--- config.mk ---
export PLATFORM = sky130hd
export DESIGN_NAME = tc77_responder
export DESIGN_NICKNAME = d
export VERILOG_FILES = /design/src/rtl/tc77_responder.sv
export SDC_FILE = /design/constraint.sdc
export NUM_CORES = 1
export LEC_CHECK = 0
export CORE_MARGIN = 5
export CORE_UTILIZATION = 40
export CTS_CLUSTER_DIAMETER = 60
export DETAILED_ROUTE_END_ITERATION = 8
export PLACE_DENSITY = 0.55
export SYNTH_ARGS = -nofsm -noshare
export SYNTH_HDL_FRONTEND = slang
export SYNTH_SLANG_ARGS = --single-unit
--- constraint.sdc ---
create_clock -name MCLK -period 2.2 [get_ports MCLK]
set_input_delay 0.33 -clock MCLK [delete_from_list [all_inputs] [get_ports MCLK]]
set_output_delay 0.33 -clock MCLK [all_outputs]
set_load 0.1 [all_outputs]
--- src/rtl/tc77_responder.sv ---
// rtl/tc77_responder.sv - TC77-style SPI temperature sensor slave emulator
module tc77_responder #(
  parameter int          CONV_CYCLES = 24000,
  parameter logic [15:0] ID_WORD     = 16'h5400
) (
  input  logic        MCLK,
  input  logic        nRESET,
  input  logic [12:0] TEMP_VAL,
  input  logic        nCS,
  input  logic        SCK,
  input  logic        SIO_I,
  output logic        SIO_O,
  output logic        SIO_OE,
  output logic        SHUTDOWN
);

  localparam int          CW        = $clog2(CONV_CYCLES + 1);
  localparam logic [CW-1:0] CONV_LAST = CW'(CONV_CYCLES - 1);

  typedef enum logic [1:0] {
    ST_IDLE  = 2'd0,
    ST_READ  = 2'd1,
    ST_WRITE = 2'd2,
    ST_DONE  = 2'd3
  } state_t;

  // Three-stage chains: [0],[1] synchronize, [2] is the one-cycle-old copy for edge detect.
  logic [2:0]    cs_sync_q, cs_sync_d;
  logic [2:0]    sck_sync_q, sck_sync_d;
  logic [2:0]    sio_sync_q, sio_sync_d;

  state_t        state_q, state_d;
  logic [CW-1:0] conv_cnt_q, conv_cnt_d;
  logic [12:0]   temp_q, temp_d;
  logic          flag_q, flag_d;
  logic          shutdown_q, shutdown_d;
  logic [15:0]   shift_q, shift_d;
  logic [15:0]   cfg_q, cfg_d;
  logic [3:0]    bit_cnt_q, bit_cnt_d;
  logic          sio_o_q, sio_o_d;
  logic          sio_oe_q, sio_oe_d;

  logic          cs_rise, cs_fall, sck_rise, sck_fall, sio_s;
  logic [15:0]   load_word, cfg_shift;

  assign cs_rise  =  cs_sync_q[1] & ~cs_sync_q[2];
  assign cs_fall  = ~cs_sync_q[1] &  cs_sync_q[2];
  assign sck_rise =  sck_sync_q[1] & ~sck_sync_q[2];
  assign sck_fall = ~sck_sync_q[1] &  sck_sync_q[2];
  // Data sampled from the stage aligned with SCK just before its rising edge.
  assign sio_s    = sio_sync_q[2];

  assign load_word = shutdown_q ? ID_WORD : {temp_q, flag_q, 2'b00};
  assign cfg_shift = {cfg_q[14:0], sio_s};

  assign SIO_O    = sio_o_q;
  assign SIO_OE   = sio_oe_q;
  assign SHUTDOWN = shutdown_q;

  // Next-state logic: synchronizers, conversion timer, and the serial transaction FSM.
  always_comb begin
    cs_sync_d  = {cs_sync_q[1:0], nCS};
    sck_sync_d = {sck_sync_q[1:0], SCK};
    sio_sync_d = {sio_sync_q[1:0], SIO_I};
    state_d    = state_q;
    conv_cnt_d = conv_cnt_q;
    temp_d     = temp_q;
    flag_d     = flag_q;
    shutdown_d = shutdown_q;
    shift_d    = shift_q;
    cfg_d      = cfg_q;
    bit_cnt_d  = bit_cnt_q;
    sio_o_d    = sio_o_q;
    sio_oe_d   = sio_oe_q;

    // Conversion timer: free-running in continuous mode, parked at 0 in shutdown.
    if (shutdown_q) begin
      conv_cnt_d = '0;
    end else if (conv_cnt_q == CONV_LAST) begin
      conv_cnt_d = '0;
      temp_d     = TEMP_VAL;
      flag_d     = 1'b1;
    end else begin
      conv_cnt_d = conv_cnt_q + CW'(1);
    end

    // Chip-select release aborts whatever is in flight; a partial config is dropped.
    if (cs_rise) begin
      state_d   = ST_IDLE;
      sio_oe_d  = 1'b0;
      sio_o_d   = 1'b0;
      bit_cnt_d = '0;
    end else begin
      case (state_q)
        ST_IDLE: begin
          if (cs_fall) begin
            shift_d   = load_word;
            sio_o_d   = load_word[15];
            sio_oe_d  = 1'b1;
            bit_cnt_d = '0;
            state_d   = ST_READ;
          end
        end
        ST_READ: begin
          if (sck_fall) begin
            // bit_cnt_q rises seen so far; this fall presents bit 15-bit_cnt_q.
            shift_d = {shift_q[14:0], 1'b0};
            sio_o_d = shift_q[14];
            if (bit_cnt_q >= 4'd14) begin
              sio_oe_d = 1'b0;
            end
          end else if (sck_rise) begin
            if (bit_cnt_q == 4'd15) begin
              bit_cnt_d = '0;
              state_d   = ST_WRITE;
            end else begin
              bit_cnt_d = bit_cnt_q + 4'd1;
            end
          end
        end
        ST_WRITE: begin
          sio_oe_d = 1'b0;
          if (sck_rise) begin
            cfg_d = cfg_shift;
            if (bit_cnt_q == 4'd15) begin
              bit_cnt_d = '0;
              state_d   = ST_DONE;
              if (cfg_shift == 16'hFFFF) begin
                shutdown_d = 1'b1;
                flag_d     = 1'b0;
                conv_cnt_d = '0;
              end else if (cfg_shift == 16'h0000) begin
                shutdown_d = 1'b0;
                flag_d     = 1'b0;
                conv_cnt_d = '0;
              end
            end else begin
              bit_cnt_d = bit_cnt_q + 4'd1;
            end
          end
        end
        default: begin
          // ST_DONE: SCK edges ignored until chip select is released.
        end
      endcase
    end
  end

  // State registers; nCS chain resets high so reset release never looks like a select.
  always_ff @(posedge MCLK or negedge nRESET) begin
    if (!nRESET) begin
      cs_sync_q  <= 3'b111;
      sck_sync_q <= 3'b000;
      sio_sync_q <= 3'b000;
      state_q    <= ST_IDLE;
      conv_cnt_q <= '0;
      temp_q     <= '0;
      flag_q     <= 1'b0;
      shutdown_q <= 1'b0;
      shift_q    <= '0;
      cfg_q      <= '0;
      bit_cnt_q  <= '0;
      sio_o_q    <= 1'b0;
      sio_oe_q   <= 1'b0;
    end else begin
      cs_sync_q  <= cs_sync_d;
      sck_sync_q <= sck_sync_d;
      sio_sync_q <= sio_sync_d;
      state_q    <= state_d;
      conv_cnt_q <= conv_cnt_d;
      temp_q     <= temp_d;
      flag_q     <= flag_d;
      shutdown_q <= shutdown_d;
      shift_q    <= shift_d;
      cfg_q      <= cfg_d;
      bit_cnt_q  <= bit_cnt_d;
      sio_o_q    <= sio_o_d;
      sio_oe_q   <= sio_oe_d;
    end
  end

endmodule

; Word level (Yosys, flattened, before mapping)
; Cells that the tools add are included.
[op_classes]
addsub = 2
order_cmp = 1
n_eq_ne = 15
mux = 45
bitwise = 10
reduce_logical = 14
[ops]
columns = op, count
row1 = 15-bit 2-to-1 mux, 10
row2 = 15-bit case mux with 2 select lines, 1
row3 = "3-bit inequality test, second input constant", 8
row4 = 4-bit 2-to-1 mux, 5
row5 = 1-bit 2-to-1 mux, 17
row6 = "16-bit == test, second input constant", 1
row7 = 16-bit logical NOT, 1
row8 = 16-bit 2-to-1 mux, 1
row9 = "15-bit by 1-bit adder with 15-bit output, second input constant", 1
row10 = "15-bit == test, second input constant", 1
row11 = 2-bit 2-to-1 mux, 7
row12 = 4-bit case mux with 3 select lines, 1
row13 = 3-bit AND reduction, 3
row14 = 4-bit AND reduction, 2
row15 = 7-bit AND reduction, 1
row16 = 1-bit NOT, 6
row17 = 2-bit case mux with 3 select lines, 1
row18 = 5-bit AND reduction, 1
row19 = "4-bit by 1-bit adder with 4-bit output, second input constant", 1
row20 = 1-bit bitwise AND, 4
row21 = "4-bit == test, second input constant", 1
row22 = "4-bit greater-or-equal comparator, second input constant", 1
row23 = "2-bit inequality test, second input constant", 2
row24 = 2-bit nonzero test, 2
row25 = 8 further kinds, 8
[word_totals]
ff_bits = 77
in_bits = 18
out_inout_bits = 3
word_cells = 100

; Logic depth before layout (Yosys ltp)
; Gate-level depths: netlist (run 1).
[depth]
word_depth = 9
depth_mapped = 7
depth_no_buf = 6

; Worst setup path before layout (run 1)
; Ideal clock, no wire load.
[synth_timing]
path_type = register -> register
start = reg state_q[0]
end = reg shift_q[10]
setup_ns = 0.125
arrival_time_ns = 1.834
t_required_ns = 2.075
path_slack_ns = 0.241
path_stages_with_launch = 7
n_path_buf = 1
period_less_slack_ns = 1.959
path_cell_list = dfrtp_1 -> inv_1 -> ha_1 -> maj3_1 -> o22ai_1 -> buf_4 -> mux2_2
[synth_between]
elab_chain_len = 3
elab_cells_between_ends = 7
cone_classes = eq/ne: 3 / mux: 1 / reduce/logical: 3
[synth_rtl]
columns = item, line_no
row1 = from (decl), 32  ; state_t state_q, state_d;
row2 = from (signal assigned), 169  ; state_q <= state_d;
row3 = 2-bit by 1-bit == test with 1-bit output or 2-bit logical NOT (tied branches), 94  ; case (state_q)
row4 = 2-bit inequality test (no source line) or 2-bit nonzero test (tied branches), --
row5 = 4-bit AND reduction (no source line), --
row6 = to (signal assigned), 174  ; shift_q <= shift_d;
row7 = to (decl), 37  ; logic [15:0] shift_q, shift_d;
; Several ways; a longest one is shown, not always the timed one.
; A chain may end at the register's enable or synchronous reset.

; Worst setup path after layout (run 1)
[layout_timing]
start = reg state_q[1]
end = reg bit_cnt_q[2]
[layout_between]
elab_chain_len = 3
elab_cells_between_ends = 9
cone_classes = eq/ne: 4 / mux: 2 / reduce/logical: 3
[layout_rtl]
columns = item, line_no
row1 = "2-bit by 1-bit == test with 1-bit output, or another cell as far along", 94
row2 = "3-bit inequality test (no source line), or another cell as far along", --
row3 = 3-bit AND reduction (no source line) or 4-bit 2-to-1 mux (tied branches), --
row4 = to (signal assigned), 176  ; bit_cnt_q <= bit_cnt_d;
row5 = to (decl), 39  ; logic [3:0] bit_cnt_q, bit_cnt_d;
; Several ways; a longest one is shown, not always the timed one.

==> results of run 1 <==
layout make-up:
cell class | count | area share, %
timing repair buffer | 32 | 7.35
inverter | 10 | 0.934
multi-input combinational | 219 | 36.7
clock inverter | 4 | 1.25
tap | 108 | 3.36
sequential | 75 | 46.8
clock buffer | 12 | 3.61
synth_stat cells (all sizes together):
library cell	n	share of area (%)
a311oi	1	0.25
mux2	25	8.1
nor4	5	1.3
o21ai	12	1.7
o41ai	2	0.51
ha	7	2.5
a21oi	1	0.14
nand3b	2	0.43
nor4b	2	0.51
nor2	9	0.98
o31ai	3	0.80
maj3	1	0.29
nand2	57	6.4
a311o	1	0.29
dfstp	3	2.3
a22o	8	2.0
nor3	17	2.5
a32o	1	0.29
o21ba	1	0.29
xnor2	4	1.0
and3	3	0.54
a211oi	3	0.80
or4	4	0.87
nand4	11	2.0
nand2b	3	0.54
a31oi	2	0.36
and2	2	0.36
nand4b	1	0.25
nand3	10	1.4
o32ai	1	0.25
a21boi	1	0.22
o22ai	1	0.18
mux2i	1	0.29
o211ai	1	0.22
nor2b	2	0.36
a22oi	1	0.22
clkbuf	6	0.65
inv	10	1.1
xor2	9	2.3
and4	3	0.76
nor3b	1	0.22
dfrtp	72	52
buf	6	1.4
worst max-delay path: stages (launching register included):
cell	delay [ps]
dfrtp_1	370
inv_1	80
ha_2	400
nand2b_1	60
and3_1	290
or4_1	500
a211oi_1	240
per-layer routing:
metal	vias up	wire, um
li1	1190	-
met1	1223	3230
met2	23	3040
met3	6	219
met4	0	60
met5	-	0
worst paths after layout:
check | from | end | slack, ps | cells past startpoint
setup / recovery | state_q[1] | bit_cnt_q[2] | 170 | 6
hold / removal | sck_sync_q[0] | sck_sync_q[1] | 350 | 0
setup reg to reg | state_q[1] | bit_cnt_q[2] | 170 | 6
hold reg to reg | sck_sync_q[0] | sck_sync_q[1] | 350 | 0
max in group asynchronous | nRESET | cs_sync_q[0] | 1150 | 3
min in group asynchronous | nRESET | cfg_q[6] | 440 | 2
timing repair:
item,in CTS,in global routing
hold buffers,1,0
hold endpoints to repair,24,0
setup endpoints to repair,0,1
resized for setup,0,1
sequential cells by signal, indices dropped and copies added, names as in the netlist:
name	cells
temp_q	13
SIO_O	1
cfg_q	15
SHUTDOWN	1
cs_sync_q	3
flag_q	1
sck_sync_q	3
SIO_OE	1
sio_sync_q	3
bit_cnt_q	4
state_q	2
shift_q	13
conv_cnt_q	15
cells by family after synthesis:
| logic type | Yosys count | synth area share (%) |
|---|---|---|
| DFF | 75 | 54.3 |
| adders and majority gates | 8 | 2.82 |
| AOI/OAI and AO/OA | 40 | 8.57 |
| buffers and inverters | 22 | 3.11 |
| xor gates and xnor gates | 13 | 3.29 |
| muxes | 26 | 8.42 |
| and+or+nand+nor | 132 | 19.5 |
power by group:
part	internal [mW]	switching, mW
Sequential	1.47	0.0858
Clock	0.555	0.491
Combinational	0.295	0.549
==> out/results.ini, run 1 <==
[run_status]
status = completed

[grt]
grt_pass1_wl_um = 11300
met2_usage_pct = 21.0
met1_usage_pct = 18.4
grtUsageTotal_pct = 13.5
met3_usage_pct = 3.79
grt_busiest_layer = met2
grt_overflow = 0
grt_pass1_vias = 2364
grt_max_degree = 36
antenna_found_initial = 0

[clocking]
cts-root-buf = clkbuf_8
clk_pin_slew_worst_paths_ps = 80
clk_path_buf_depth = 2
cts_made_buffers = 9
h-tree-depth = 3
tritoncts = done
post_cts_buffers = 0
clk_latency_ps = 340
clock-sinks = 75

[placed_design]
placed_area_um2 = 3810
place_ws_ps = 130
port_buffers = 20
placed_cells = 443
dp_hpwl_um = 4390
place.gp.congestion = 0.770

[sta]
tightestPinTransition_ps = 530
fin_worst_skew_ps = 9.68
setup_tns_ps = 0
slew_headroom_pct = 64.6
fin_crit_ps = 2030
worst_slack_ps = 175
rsz0062_at_grt = false
finalHoldViolations = 0
finalCritPeriodShare_pct = 92.1
setup_viol = 0
fin_hold_ws_ps = 355
fmax_mhz = 494
maxSlewViolCount = 0

[routing]
wl_per_cell_um = 14.2
vias = 2442
drtPass1Iterations = 4
wl_um = 6550
drc = 0
drt-initial-drc-count = 67
via_per_inst = 5.31
postRouteAntennaNets = 0

[die]
io_pins = 21
fp.dieH_um = 103
rows = 34
core-area_um2 = 8590
die-area_um2 = 10600
die_x_um = 103
start_util_pct = 40.3

[synth]
yosysSeqAreaShare_pct = 54.3
syn_area_um2 = 3460
yosysUniqueCellTypes = 49
avgSynthCellArea_um2 = 11.0
ys_warn_count = 0
synth_seq_cells = 75
synth_cells = 316
synth_fp_nets = 341

[power_and_ir_drop]
peakVddDrop_mv = 0.485
powerDensity_nw_per_um2 = 857
p_total_mw = 3.44
p_leak_nw = 1.83

[final_layout]
fill_cells = 833
nets = 372
finalCoreUtilization_pct = 46.8
num_antenna_cells = 0
drive_gt1_share_pct = 17.9
seq_area_um2 = 1880
final_common_cell = dfrtp_1
area_delta_synth_final_pct = 16.1
multi_input_area_um2 = 1480
fin_cells = 460
fin_area_um2 = 4020
final_cell_mix = 72 x dfrtp_1, 56 x nand2_1, 25 x mux2_2, 17 x nor3_1, 16 x clkdlybuf4s50_1

[run]
drv_cap = 0

[setup_path]
endpoint_kind = flop
required_ps = 2440
cp.arrival_ps = 2270
path_class = flop to flop
cp-start-kind = flop
crit_fanout = 11

[worst_hold_path]
min_path_type = flop to flop

(Power assumes the default switching activity.)
==> run 2: changes to the inputs <==
--- a/config.mk
+++ b/config.mk
@@ -9,6 +9,7 @@
 export CORE_UTILIZATION = 40
 export CTS_CLUSTER_DIAMETER = 60
 export DETAILED_ROUTE_END_ITERATION = 8
+export HOLD_SLACK_MARGIN = 0.1
 export PLACE_DENSITY = 0.55
 export SYNTH_ARGS = -nofsm -noshare
 export SYNTH_HDL_FRONTEND = slang
==> results of run 2 <==
Same layout as run 1: the final DEF is identical, and so are final timing and power.
